[config.mk]
export PLATFORM = sky130hd
export DESIGN_NAME = counter_sequencer
export DESIGN_NICKNAME = d
export VERILOG_FILES = /design/src/rtl/counter_sequencer.sv
export SDC_FILE = /design/constraint.sdc
export NUM_CORES = 1
export LEC_CHECK = 0
export CORE_UTILIZATION = 47
export CTS_CLUSTER_DIAMETER = 60
export DETAILED_ROUTE_END_ITERATION = 8
export PLACE_DENSITY = 0.87
export SLEW_MARGIN = 5
export SYNTH_ARGS = -nofsm -noshare
export SYNTH_HDL_FRONTEND = slang
export SYNTH_SLANG_ARGS = --single-unit
[constraint.sdc]
create_clock -name clock -period 3.9 [get_ports clock]
set_input_delay 0.975 -clock clock [delete_from_list [all_inputs] [get_ports clock]]
set_output_delay 0.975 -clock clock [all_outputs]
set_load 0.05 [all_outputs]
[src/rtl/counter_sequencer.sv]
// counter_sequencer
//   Sequences runs of an externally attached counter. An accepted start
//   clears the counter for one cycle, then enables it until it reaches the
//   latched period. A one-cycle done pulse follows, and in periodic mode
//   the run repeats. A start with a zero period is rejected and answered
//   with an err pulse.
//
// Ports
//   clock      in   rising-edge clock
//   reset      in   asynchronous, active-high reset
//   start      in   request a run (ignored while busy)
//   stop       in   abort the current run
//   mode       in   0 = one-shot, 1 = periodic
//   period     in   terminal count, latched on an accepted start
//   cnt_value  in   current value of the attached counter
//   cnt_clear  out  synchronous clear command to the counter
//   cnt_enable out  increment enable to the counter
//   busy       out  high whenever the sequencer is not idle
//   done       out  one-cycle pulse at the end of each completed run
//   err        out  one-cycle pulse after a rejected start
//   runs       out  completed runs since reset, wraps 255 -> 0
module counter_sequencer #(
    parameter int BIT_SZ = 16
) (
    input  logic              clock,
    input  logic              reset,
    input  logic              start,
    input  logic              stop,
    input  logic              mode,
    input  logic [BIT_SZ-1:0] period,
    input  logic [BIT_SZ-1:0] cnt_value,
    output logic              cnt_clear,
    output logic              cnt_enable,
    output logic              busy,
    output logic              done,
    output logic              err,
    output logic [7:0]        runs
);

    typedef enum logic [1:0] {
        IDLE  = 2'd0,
        CLEAR = 2'd1,
        RUN   = 2'd2,
        DONE  = 2'd3
    } state_t;

    state_t            state_q;
    state_t            state_d;
    logic [BIT_SZ-1:0] period_q;
    logic [BIT_SZ-1:0] period_d;
    logic              mode_q;
    logic              mode_d;
    logic [7:0]        runs_q;
    logic [7:0]        runs_d;
    logic              err_q;
    logic              err_d;
    logic              at_terminal_s;

    assign at_terminal_s = (cnt_value == period_q);

    // State and run-parameter registers.
    always_ff @(posedge clock or posedge reset) begin
        if (reset) begin
            state_q  <= IDLE;
            period_q <= '0;
            mode_q   <= 1'b0;
            runs_q   <= 8'd0;
            err_q    <= 1'b0;
        end else begin
            state_q  <= state_d;
            period_q <= period_d;
            mode_q   <= mode_d;
            runs_q   <= runs_d;
            err_q    <= err_d;
        end
    end

    // Next-state logic; stop always wins over terminal detection and looping.
    always_comb begin
        state_d  = state_q;
        period_d = period_q;
        mode_d   = mode_q;
        runs_d   = runs_q;
        err_d    = 1'b0;
        case (state_q)
            IDLE: begin
                // start together with stop is treated as a plain stop.
                if (start && !stop) begin
                    if (period != '0) begin
                        state_d  = CLEAR;
                        period_d = period;
                        mode_d   = mode;
                    end else begin
                        err_d = 1'b1;
                    end
                end else begin
                    state_d = IDLE;
                end
            end
            CLEAR: begin
                if (stop) begin
                    state_d = IDLE;
                end else begin
                    state_d = RUN;
                end
            end
            RUN: begin
                if (stop) begin
                    state_d = IDLE;
                end else if (at_terminal_s) begin
                    state_d = DONE;
                end else begin
                    state_d = RUN;
                end
            end
            DONE: begin
                // The run has completed even if stop arrives now.
                runs_d = runs_q + 8'd1;
                if (stop || !mode_q) begin
                    state_d = IDLE;
                end else begin
                    state_d = CLEAR;
                end
            end
            default: begin
                state_d = IDLE;
            end
        endcase
    end

    // Moore outputs come from registered state; only cnt_enable looks at inputs.
    assign cnt_clear  = (state_q == CLEAR);
    assign cnt_enable = (state_q == RUN) && !stop && !at_terminal_s;
    assign busy       = (state_q != IDLE);
    assign done       = (state_q == DONE);
    assign err        = err_q;
    assign runs       = runs_q;

endmodule

==> impl_metrics.tcl, run 1 <==
set metrics [dict create \
    layout-drive-gt1-share_pct 16.5 \
    core_um2 2760 \
    cts_buffers 3 \
    timing.rr.end "period_q[10]$_DFFE_PP0P_" \
    comb_power_share_pct 32.3 \
    power_switching_w 0.000267 \
    crit_slowest_cell "clkdlybuf4s50_1" \
    gp_congestion 0.720 \
    yosysMostFrequentCell "dfrtp_1" \
    dr_total_vias 984 \
    n_fill_cell 213 \
    maxCapViolations 0 \
    yosys_warnings 0 \
    detail_route.wl_per_cell_um 15.0 \
    path_clk_slew_ns 0.14 \
    hpwl_um 2310 \
    drt-initial-drc-count 19 \
    ff2ff_path_depth 5 \
    cts_setup_buffers 0 \
    synthTopCellsByCount "dfrtp_1, xor2_1, mux2_2, mux2_4, nor4_1" \
    timing_hold_violations_final 0 \
    yosysSeqAreaShare_pct 51.0 \
    ctsHoldBuffers 0 \
    crit_family "simple AND/OR/NAND/NOR gates" \
    ir_drop_mv 0.373 \
    min_period_ns 3.50 \
    cp.arrival_ns 2.53 \
    path_class "in2out" \
    rrSetupSlack_ns 2.17 \
    cts_tree "done" \
    cp_max_fo 2 \
    fin_cells 189 \
    start_kind "primary input" \
    num_antenna_cells 0 \
    fin_crit_sh_pct 89.8 \
    drc 0 \
    viasPerCell 5.21 \
    leakagePower_nw 0.851 \
    die_area_um2 3140 \
    power_density_nw_per_um2 452 \
    grt_pass1_vias 1113 \
    crit_end "cnt_enable" \
    cts_sinks 28 \
    yosys.area.top_type_share_pct 51.0 \
    postSynthAreaPerCell_um2 12.9 \
    cp.depth 6 \
    post_cts_resized 0 \
    die_y_um 56.0 \
    grt_pass1_wl_um 4770 \
    multiInputGateArea_um2 633 \
    start_util_pct 49.8 \
    place_area_um2 1880 \
    row_count 19 \
    cp_data_required_time_ns 2.92 \
    setup_tns_ns 0 \
    finalMaxSlewViolations 0 \
    postRouteAntennaNets 0 \
    power.share.clock_pct 21.7 \
    whs_ns 0.492 \
    cts-root-buf "clkbuf_4" \
    skew_ns 0.00214 \
    status "complete, no violations" \
    grt_max_degree 29 \
    final-seq-area_um2 701 \
    cp_cell_sequence "clkdlybuf4s50_1 > xor2_1 > nor4_1 > nand4_1 > nor2b_1 > buf_4" \
    die_w_um 56.0 \
    slew_headroom_pct 30.4 \
    yosys-top-cells-area "dfrtp_1, xor2_1, mux2_4, mux2_2, xnor2_1" \
    setup_viol 0 \
    fmax_mhz 285 \
    routed_wl_um 2840 \
    yosys.area.top_type "dfrtp_1" \
    hp-class "reg2reg" \
    grtUsageTotal_pct 19.8 \
    first_pass_iters 3 \
    synth_edf_count 0 \
    async_reset_ff_share_pct 100 \
    port-buffer-count 49 \
    clockBufferDepth 2 \
    synth_seq_cells 28 \
    grt_overflow 0 \
    synth_cell_types 21 \
    r2r_start "state_q[0]$_DFFE_PP0N_" \
    p_sw_share_pct 30.7 \
    antenna_found_initial 0 \
    grt_setup_unrepaired "no" \
    netlist_area_um2 1370 \
    critPathBufInv 2 \
    crit_path_max_incr_delay_ns 0.42 \
    startpoint "cnt_value[15]" \
    synth-main-ff-cell "dfrtp_1" \
    tightest_slew_ns 1.04 \
    fin_nets 197 \
    synth_cells 106 \
    area_growth_pct 40.5 \
    final_area_um2 1930 \
    insertion_delay_ns 0.33 \
    syn-num-nets 144 \
    cp-end-kind "primary output" \
    power.internal_w 0.000604 \
    post-place-cells 185 \
    power_frac_seq_pct 45.9 \
    htree_levels 1 \
    num_io_pins 50 \
]
[through the flow]
step	util, %	total power, W	setup WS [ns]
2_1_floorplan	-	0.000584	0.939
3_3_place_gp	68.0	0.000672	0.456
3_5_place_dp	68.0	0.000690	0.426
4_1_cts	69.9	0.000879	0.383
5_1_grt	69.9	0.000911	0.346
6_report	69.9	0.000871	0.396
[power by group through the flow]
stage	clock network, W	registers (W)	logic [W]
final	0.000189	0.000400	0.000282
after global routing	0.000202	0.000406	0.000303
after CTS	0.000193	0.000400	0.000286
after detailed placement	0	0.000405	0.000285
after global placement	0	0.000400	0.000273
after floorplan	0	0.000441	0.000143
[metal layers]
| layer | wire [um] | vias up | global-route usage [%] |
|---|---|---|---|
| li1 | - | 470 | - |
| met1 | 1120 | 483 | 22.0 |
| met2 | 1560 | 24 | 37.1 |
| met3 | 98 | 7 | 3.02 |
| met4 | 63 | 0 | 8.01 |
| met5 | 0 | - | 0 |
[worst min path at each step]
stage / startpoint / endpoint / slack (ns) / depth (start not counted)
2_1_floorplan: mode_q$_DFFE_PP0P_ / mode_q$_DFFE_PP0P_ / 0.48 / 1
3_3_place_gp: runs[7]$_DFFE_PP0P_ / runs[7]$_DFFE_PP0P_ / 0.46 / 1
3_5_place_dp: runs[7]$_DFFE_PP0P_ / runs[7]$_DFFE_PP0P_ / 0.47 / 1
4_1_cts: runs[7]$_DFFE_PP0P_ / runs[7]$_DFFE_PP0P_ / 0.49 / 1
5_1_grt: runs[6]$_DFFE_PP0P_ / runs[6]$_DFFE_PP0P_ / 0.52 / 1
6_report: runs[7]$_DFFE_PP0P_ / runs[7]$_DFFE_PP0P_ / 0.49 / 1
[cell usage in the layout, fill, tap and decap left out, drive strengths merged, types with 2 or more instances in the layout]
cell,n
nor2b,2
nor4,8
nand2,5
xnor2,7
clkdlybuf4s50,48
mux2,18
xor2,17
nand4,2
inv,2
buf,2
clkbuf,3
and3,2
nor2,4
dfrtp,28
nand3,3
nand2b,2
[state kept, by name, indices dropped and copies added, names as in the netlist]
signal	count
err	1
period_q	16
runs	8
mode_q	1
state_q	2
[cell type report]
cell class                      count  area share [%]
Timing Repair Buffer               50            25.7
Sequential cell                    28            36.3
Multi-Input combinational cell     74            32.8
Clock buffer                        3            1.17
Clock inverter                      1            1.56
Tap cell                           31            2.01
Inverter                            2           0.389
[kinds of logic after synthesis]
logic type,synth area share [%]
xor gates and xnor gates,15.3
buffers and inverters,2.83
AOI/OAI and AO/OA,0.638
muxes,17.2
adders and majority gates,0.911
and+or+nand+nor,12.0
DFF,51.0
(Power assumes the default switching activity.)
==> inputs of run 2 (changes only) <==
--- a/config.mk
+++ b/config.mk
@@ -9,6 +9,7 @@
 export CTS_CLUSTER_DIAMETER = 60
 export DETAILED_ROUTE_END_ITERATION = 8
 export PLACE_DENSITY = 0.87
+export SETUP_SLACK_MARGIN = 0.15
 export SLEW_MARGIN = 5
 export SYNTH_ARGS = -nofsm -noshare
 export SYNTH_HDL_FRONTEND = slang
==> results of run 2 <==
The final DEF is identical to that of run 1; final timing and power are the same.
==> inputs of run 3 (changes only) <==
--- a/config.mk
+++ b/config.mk
@@ -5,10 +5,10 @@
 export SDC_FILE = /design/constraint.sdc
 export NUM_CORES = 1
 export LEC_CHECK = 0
-export CORE_UTILIZATION = 47
+export CORE_UTILIZATION = 30
 export CTS_CLUSTER_DIAMETER = 60
 export DETAILED_ROUTE_END_ITERATION = 8
-export PLACE_DENSITY = 0.87
+export PLACE_DENSITY = 0.61
 export SETUP_SLACK_MARGIN = 0.15
 export SLEW_MARGIN = 5
 export SYNTH_ARGS = -nofsm -noshare
==> run 3 against run 2 <==
Effect of this change:
- sequential share of layout area down 0.67 points
- sequential power about the same
- flip-flop and latch count unchanged
- combinational power is essentially flat
==> impl_metrics.tcl, run 3 (same netlist as run 1, synthesis figures left out) <==
set metrics [dict create \
    layout_common_cells "clkdlybuf4s50_1, dfrtp_1, xor2_1" \
    cts_setup_buffers 0 \
    final_area_um2 1960 \
    finalMaxSlewViolations 0 \
    grt_max_degree 29 \
    grtUsageTotal_pct 12.8 \
    status "complete, no violations" \
    cts_sinks 28 \
    grt_setup_unrepaired "no" \
    layout-drive-gt1-share_pct 17.0 \
    skew_ns 0.00352 \
    drc 0 \
    setup_viol 0 \
    critPathBufInv 2 \
    routed_wl_um 2920 \
    viasPerCell 4.53 \
    crit_family "simple AND/OR/NAND/NOR gates" \
    num_antenna_cells 0 \
    cp-end-kind "primary output" \
    ir_drop_mv 0.135 \
    die_w_um 69.6 \
    r2r_start "state_q[0]$_DFFE_PP0N_" \
    hp-start "runs[7]$_DFFE_PP0P_" \
    cp.arrival_ns 2.51 \
    antenna_found_initial 0 \
    top_register "period_q" \
    fin_crit_sh_pct 89.3 \
    cts_buffers 3 \
    leakagePower_nw 0.856 \
    crit_slowest_cell "clkdlybuf4s50_1" \
    insertion_delay_ns 0.27 \
    largest_reg_flops 16 \
    htree_levels 1 \
    setup_tns_ns 0 \
    place_area_um2 1910 \
    hpwl_um 2410 \
    ctsHoldBuffers 0 \
    drt-initial-drc-count 22 \
    dr_total_vias 956 \
    grt_overflow 0 \
    cp_max_fo 2 \
    detail_route.wl_per_cell_um 13.8 \
    power_density_nw_per_um2 436 \
    timing_hold_violations_final 0 \
    grt_pass1_wl_um 4930 \
    clockBufferDepth 2 \
    cts_tree "done" \
    hp-class "reg2reg" \
    start_util_pct 31.3 \
    num_io_pins 50 \
    core_um2 4380 \
    cp_data_required_time_ns 2.92 \
    fmax_mhz 287 \
    gp_congestion 0.745 \
    slew_headroom_pct 29.1 \
    tightest_slew_ns 1.06 \
    area_growth_pct 43.1 \
    crit_path_max_incr_delay_ns 0.42 \
    p_total_w 0.000856 \
    path_class "in2out" \
    first_pass_iters 4 \
    row_count 24 \
    path_clk_slew_ns 0.09 \
    postRouteAntennaNets 0 \
    whs_ns 0.470 \
    startpoint "cnt_value[15]" \
    cts-root-buf "clkbuf_8" \
    start_kind "primary input" \
    maxCapViolations 0 \
    fin_util_pct 44.8 \
    mostFrequentLayoutCell "clkdlybuf4s50_1" \
    port-buffer-count 49 \
    die_area_um2 4850 \
    die_y_um 69.6 \
    cp_cell_sequence "clkdlybuf4s50_1 > xor2_1 > nor4_1 > nand4_1 > nor2b_1 > buf_4" \
    post_cts_resized 0 \
    fin_nets 198 \
    min_period_ns 3.48 \
    grt_pass1_vias 1012 \
]
-- run 3: cell types whose count changed in the layout (fill, tap and decap cells not counted), sizes merged --
cell and change:
clkbuf +1, buf +1, bufinv -1
-- run 3: report_power, final --
part	internal [W]	switching, W
sequential	0.000349	0.0000479
combinational	0.000151	0.000129
clock	0.0000903	0.0000882
-- run 3: final timing paths --
check                      depth (start not counted)                 endpoint  slack (ns)
min in group asynchronous                          2  period_q[0]$_DFFE_PP0P_        1.28
setup / recovery                                   6               cnt_enable        0.42
max in group asynchronous                          2      runs[3]$_DFFE_PP0P_        1.98
setup reg to reg                                   5  period_q[4]$_DFFE_PP0P_        2.44
hold reg to reg                                    1      runs[7]$_DFFE_PP0P_        0.47
hold / removal                                     1      runs[7]$_DFFE_PP0P_        0.47
-- run 3: cell type report --
type / count / area (um^2)
inverters: 2 / 7.51
fillers: 411 / 2420
flip-flops and latches: 28 / 701
multi-input cells: 74 / 633
clock buffers: 4 / 55.1
repair buffers: 51 / 503
well taps: 52 / 65.1
-- run 3: per-layer routing --
| metal | track usage, % | wire (um) | vias up |
|---|---|---|---|
| li1 | - | - | 477 |
| met1 | 15.8 | 1190 | 455 |
| met2 | 22.8 | 1610 | 22 |
| met3 | 1.89 | 85 | 2 |
| met4 | 4.67 | 30 | 0 |
| met5 | 0 | 0 | - |
-- run 3: stage by stage --
stage	std cells	setup slack [ns]
after floorplan	106	0.939
after global placement	207	0.435
after detailed placement	207	0.399
after CTS	211	0.392
after global routing	211	0.341
final	211	0.416
-- run 3: worst reg2reg max path: cells and delay by family, from the launching register on --
kind / cells / cell delay [ns]
flops: 1 / 0.44
simple gates: 3 / 0.41
mux: 1 / 0.31
buf+inv: 1 / 0.20
